`src/rtl/frame_readout_pkg.sv`:
```
// Shared image package: frame geometry defaults, readout FSM encoding and the
// saturating pixel-count helper used by the threshold, VGA and readout blocks.
package frame_readout_pkg;

    localparam int unsigned FRAME_W = 256;
    localparam int unsigned FRAME_H = 256;

    localparam logic [2:0] StIdle    = 3'd0;
    localparam logic [2:0] StFetch   = 3'd1;
    localparam logic [2:0] StCapture = 3'd2;
    localparam logic [2:0] StSend    = 3'd3;
    localparam logic [2:0] StDone    = 3'd4;

    localparam logic [23:0] OnesMax = 24'hFFFFFF;

    function automatic logic [23:0] sat_inc(input logic [23:0] v);
        return (v == OnesMax) ? v : v + 24'd1;
    endfunction

endpackage

```
`src/rtl/frame_readout_pixel_packer.sv`:
```
// Packs one-bit pixels returned by the frame buffer into a byte, MSB first.
// The capture strobe is the read strobe delayed by the buffer's one-cycle latency.
module frame_readout_pixel_packer (
    input  logic       clk_i,
    input  logic       rst_i,
    input  logic       rd_en_i,
    input  logic       pix_i,
    input  logic       clear_i,
    output logic [7:0] data_o,
    output logic       fire_o,
    output logic       full_o
);

    logic       fire_q;
    logic [7:0] sr_q, sr_d;
    logic [3:0] cnt_q, cnt_d;

    always_comb begin
        sr_d  = sr_q;
        cnt_d = cnt_q;
        if (fire_q) begin
            sr_d  = {sr_q[6:0], pix_i};
            cnt_d = cnt_q + 4'd1;
        end
        if (clear_i) begin
            cnt_d = 4'd0;
        end
    end

    always_ff @(posedge clk_i or posedge rst_i) begin
        if (rst_i) begin
            fire_q <= 1'b0;
            sr_q   <= 8'd0;
            cnt_q  <= 4'd0;
        end else begin
            fire_q <= rd_en_i;
            sr_q   <= sr_d;
            cnt_q  <= cnt_d;
        end
    end

    assign data_o = sr_q;
    assign fire_o = fire_q;
    assign full_o = (cnt_q == 4'd8);

endmodule

```
`src/rtl/frame_readout.sv`:
```
// Reads a binary threshold frame out of the frame buffer in raster order,
// packing 8 pixels per byte onto a valid/ready stream and counting set pixels.
module frame_readout
    import frame_readout_pkg::*;
#(
    parameter int unsigned WIDTH  = FRAME_W,
    parameter int unsigned HEIGHT = FRAME_H
) (
    input  logic        clock,
    input  logic        reset,
    input  logic        start,
    output logic        busy,
    output logic        done,
    output logic [7:0]  rd_x,
    output logic [7:0]  rd_y,
    output logic        rd_en,
    input  logic        rd_value,
    output logic [7:0]  out_data,
    output logic        out_valid,
    input  logic        out_ready,
    output logic [23:0] ones_count
);

    // 9 bits so that WIDTH = 256 is representable as the wrap point.
    localparam logic [8:0] XEnd  = 9'(WIDTH);
    localparam logic [7:0] YLast = 8'(HEIGHT - 1);

    logic [2:0]  state_q, state_d;
    logic [7:0]  x_q, x_d;
    logic [7:0]  y_q, y_d;
    logic [2:0]  k_q, k_d;
    logic [23:0] ones_q, ones_d;

    logic       frame_start;
    logic       handshake;
    logic       x_wrap;
    logic       pix_fire;
    logic       byte_full;
    logic [7:0] byte_data;

    assign frame_start = (state_q == StIdle) && start;
    assign handshake   = out_valid && out_ready;
    assign x_wrap      = (({1'b0, x_q} + 9'd8) == XEnd);

    always_comb begin
        state_d = state_q;
        x_d     = x_q;
        y_d     = y_q;
        k_d     = k_q;
        ones_d  = ones_q;
        case (state_q)
            StIdle: begin
                if (start) begin
                    state_d = StFetch;
                    x_d     = 8'd0;
                    y_d     = 8'd0;
                    k_d     = 3'd0;
                end
            end
            StFetch: begin
                k_d = k_q + 3'd1;
                if (k_q == 3'd7) begin
                    state_d = StCapture;
                end
            end
            StCapture: state_d = StSend;
            StSend: begin
                if (handshake) begin
                    state_d = StFetch;
                    if (x_wrap) begin
                        x_d = 8'd0;
                        if (y_q == YLast) begin
                            state_d = StDone;
                            y_d     = 8'd0;
                        end else begin
                            y_d = y_q + 8'd1;
                        end
                    end else begin
                        x_d = x_q + 8'd8;
                    end
                end
            end
            StDone:  state_d = StIdle;
            default: state_d = StIdle;
        endcase

        if (frame_start) begin
            ones_d = 24'd0;
        end else if (pix_fire && rd_value) begin
            ones_d = sat_inc(ones_q);
        end
    end

    always_ff @(posedge clock or posedge reset) begin
        if (reset) begin
            state_q <= StIdle;
            x_q     <= 8'd0;
            y_q     <= 8'd0;
            k_q     <= 3'd0;
            ones_q  <= 24'd0;
        end else begin
            state_q <= state_d;
            x_q     <= x_d;
            y_q     <= y_d;
            k_q     <= k_d;
            ones_q  <= ones_d;
        end
    end

    frame_readout_pixel_packer pixel_packer (
        .clk_i   (clock),
        .rst_i   (reset),
        .rd_en_i (rd_en),
        .pix_i   (rd_value),
        .clear_i (frame_start || handshake),
        .data_o  (byte_data),
        .fire_o  (pix_fire),
        .full_o  (byte_full)
    );

    assign rd_en      = (state_q == StFetch);
    assign rd_x       = rd_en ? (x_q + {5'd0, k_q}) : 8'd0;
    assign rd_y       = rd_en ? y_q : 8'd0;
    assign busy       = (state_q != StIdle);
    assign done       = (state_q == StDone);
    assign out_valid  = (state_q == StSend) && byte_full;
    assign out_data   = byte_data;
    assign ones_count = ones_q;

endmodule

```
`config.mk`:
```
export PLATFORM = sky130hd
export DESIGN_NAME = frame_readout
export DESIGN_NICKNAME = d
export VERILOG_FILES = /design/src/rtl/frame_readout_pkg.sv /design/src/rtl/frame_readout_pixel_packer.sv /design/src/rtl/frame_readout.sv
export SDC_FILE = /design/constraint.sdc
export NUM_CORES = 1
export LEC_CHECK = 0
export BUFFER_PORTS_ARGS = -buffer_cell sky130_fd_sc_hd__buf_4
export CAP_MARGIN = 25
export CORE_MARGIN = 8
export CORE_UTILIZATION = 50
export DETAILED_ROUTE_END_ITERATION = 12
export PLACE_DENSITY = 0.8
export SYNTH_ARGS = -nofsm -noshare
export SYNTH_HDL_FRONTEND = slang
export SYNTH_SLANG_ARGS = --single-unit
```
`constraint.sdc`:
```
create_clock -name clock -period 2.3 [get_ports clock]
set_clock_uncertainty 0.15 [all_clocks]
set_input_delay 0.46 -clock clock [delete_from_list [all_inputs] [get_ports clock]]
set_output_delay 0.46 -clock clock [all_outputs]
set_load 0.005 [all_outputs]
```
==> flow_summary.json <==
{
  "die_x_um": 94.5,
  "viasPerCell": 5.81,
  "antenna_cells": 0,
  "clock_latency_ps": 320,
  "hold_slack_ps": 15.3,
  "crit_fanout": 13,
  "avgRoutedWirePerCell_um": 16.1,
  "finalHoldViolations": 0,
  "gp_congestion": 0.841,
  "cts-htree-levels": 2,
  "totalWireLength_um": 7460,
  "worst_slew_pin_slew_ps": 608,
  "postLayoutCellArea_sq_mm": 0.00376,
  "io_buffers": 56,
  "cts_tree": "done",
  "cp-startpoint": "state_q[1]$_DFFE_PP0P_",
  "path_clk_slew_ps": 100,
  "critical_path_class": "reg -> out",
  "internal_power_w": 0.00133,
  "grt-ovfl-total": 0,
  "startpoint_type": "flip-flop",
  "syn_to_final_growth_pct": 22.0,
  "seqPwrFrac": 0.584,
  "cts_inserted_buffers": 5,
  "synthDistinctLibCells": 53,
  "ios": 57,
  "drtAntennaViolNets": 0,
  "cts_max_path_buffers": 2,
  "grt_max_degree": 25,
  "pwr-share-comb": 0.022,
  "totalPowerFinal_w": 0.00169,
  "r2r_slack_ps": 110,
  "grt_pass1_wl_um": 12700,
  "fin_crit_sh": 0.959,
  "fin_nets": 398,
  "avgSynthCellArea_sq_um": 9.56,
  "std_cell_rows": 28,
  "drive_gt1_frac": 0.279,
  "p_leak_nw": 1.84,
  "synthesis.area_sq_mm": 0.00308,
  "synth_cells": 322,
  "r2r_start": "x_q[3]$_DFFE_PP0P_",
  "fin_crit_ps": 2210,
  "min_path_type": "in -> async",
  "cts_num_sinks": 56,
  "route.detailed.drc": 0,
  "post-place-ws_ps": 78.1,
  "async_flop_share": 1.00,
  "peakVddDrop_mv": 0.336,
  "placed_cell_area_sq_mm": 0.00363,
  "fin_ws_ps": 93.6,
  "fin_util": 0.635,
  "rr_worst_depth": 6,
  "start_util": 0.520,
  "fill_cells": 488,
  "synth_warnings": 0,
  "cts_root_buf": "clkbuf_8",
  "drtIter0Drc": 193,
  "ys_ff_latch": 56,
  "vias": 2682,
  "dr.pass1.iters": 4,
  "required_ps": 1690,
  "grt_pass1_vias": 2695,
  "fp.dieArea_sq_mm": 0.00893,
  "drv_cap": 0,
  "synth-edff-count": 0,
  "slew_headroom": 0.594,
  "p_per_area_mw_per_mm2": 451,
  "ys_seq_area_frac": 0.455,
  "synth_fp_nets": 334,
  "antenna_found_initial": 0,
  "p_clk_frac": 0.394,
  "slew_violations": 0,
  "max_freq_ghz": 0.453,
  "timing.rr.end": "y_q[6]$_DFFE_PP0P_",
  "crit_arrival_ps": 1600,
  "setup_viol": 0,
  "power.share.switching": 0.217,
  "die_h_um": 94.5,
  "coreArea_sq_mm": 0.00592,
  "synthFlopType": "dfrtp_1",
  "outcome": "completed",
  "grt_usage": 0.174,
  "dp_hpwl_um": 5610,
  "switching_power_w": 0.000368,
  "cp-end-kind": "output pin"
}
==> worst max-delay path by stage <==
| stage | endpoint | slack [ps] | cells past startpoint |
|---|---|---|---|
| 2_1_floorplan | y_q[3]$_DFFE_PP0P_ | 130 | 9 |
| 3_3_place_gp | y_q[6]$_DFFE_PP0P_ | 170 | 6 |
| 3_5_place_dp | y_q[6]$_DFFE_PP0P_ | 80 | 6 |
| 4_1_cts | out_valid | 40 | 4 |
| 5_1_grt | y_q[6]$_DFFE_PP0P_ | -9 | 7 |
| 6_report | out_valid | 90 | 4 |
==> placed cells by master, fill, tap and decap left out, types with 2 or more instances in the layout <==
cell type	n
and3_1	20
nand3_1	19
xor2_1	4
nor2b_1	2
o31ai_2	2
or2_2	2
nand4b_1	2
nor3_2	2
o211ai_1	2
nand2_1	36
o31ai_1	5
or3_1	5
buf_4	70
nor3b_1	3
o21ai_0	8
ha_1	7
inv_1	9
nor2_1	23
mux2i_1	5
dfrtp_1	55
nor3_1	8
a22o_1	2
or4_1	7
a21oi_1	16
nand4_1	8
mux2_2	8
nand2b_1	6
o21ai_1	13
xnor2_1	4
clkbuf_8	5
a31oi_1	2
==> critical path, cell delays in order, from the launching register on <==
cell	delay [ps]
dfrtp_2	510
nand3b_4	100
buf_4	190
nor3_1	300
buf_4	170
==> through the flow <==
stage                     setup TNS [ps]  std cells
after global placement                 0        454
after CTS                              0        462
after floorplan                        0        322
after global routing               -9.18        462
final                                  0        462
after detailed placement               0        454
==> kinds of logic (layout without fill, tap and decap cells) <==
kind of cell               Yosys count  count (layout)  share of synthesized area
AOI/OAI and AO/OA                   60              60                      0.126
xor gates and xnor gates             8               8                     0.0228
adders and majority gates            7               7                     0.0284
buffers and inverters               23              88                     0.0370
DFF                                 56              56                      0.455
muxes                               13              13                     0.0455
and+or+nand+nor                    155             155                      0.285
==> what timing repair did <==
action / CTS / global route
gates resized for setup: 0 / 4
setup endpoints to repair: 0 / 20
setup buffers: 0 / 0
hold buffers: 0 / 0
==> metal layers <==
metal  global-route usage  up-vias  wire, um
li1                     -     1302         -
met1                0.203     1299      3030
met2                0.305       69      3830
met3               0.0476       12       475
met4               0.0520        0       123
met5                    0        -         0
==> state kept, by name, summed over array words and instances (netlist names) <==
register,count
k_q,3
pixel_packer.cnt_q,4
pixel_packer.data_o,8
state_q,3
pixel_packer.fire_o,1
ones_count,24
y_q,8
x_q,5
==> power by group through the flow <==
stage	sequential, W	combinational, W	clock, W
CTS	0.000990	0.0000393	0.000682
global route	0.000990	0.0000433	0.000717
finish	0.000990	0.0000374	0.000666
detailed placement	0.00101	0.0000393	0
floorplan	0.00101	0.0000191	0
global placement	0.00101	0.0000378	0
==> area by class of cell <==
| cell class | instances | area [sq um] | area share |
|---|---|---|---|
| clock inverter | 3 | 46.3 | 0.0123 |
| tap | 75 | 93.8 | 0.0250 |
| clock buffer | 5 | 68.8 | 0.0183 |
| timing repair buffer | 70 | 526 | 0.140 |
| inverter | 10 | 37.5 | 0.00999 |
| multi-input combinational | 243 | 1580 | 0.421 |
| sequential | 56 | 1400 | 0.373 |
==> synthesized netlist by cell type, types with 5 or more instances <==
library cell | count | area (sq um)
a21oi_1 | 16 | 80.1
or3_1 | 5 | 31.3
o21ai_1 | 13 | 65.1
o31ai_1 | 5 | 37.5
nand2b_1 | 6 | 37.5
inv_1 | 10 | 37.5
nor2_1 | 24 | 90.1
nand2_1 | 36 | 135
dfrtp_1 | 56 | 1400
nand3_1 | 19 | 95.1
and3_1 | 20 | 125
clkbuf_1 | 7 | 26.3
ha_1 | 7 | 87.6
mux2i_1 | 5 | 50.1
or4_1 | 8 | 60.1
o21ai_0 | 8 | 40.0
nand4_1 | 8 | 50.1
mux2_2 | 8 | 90.1
nor3_1 | 9 | 45.0
(Power assumes the default switching activity.)
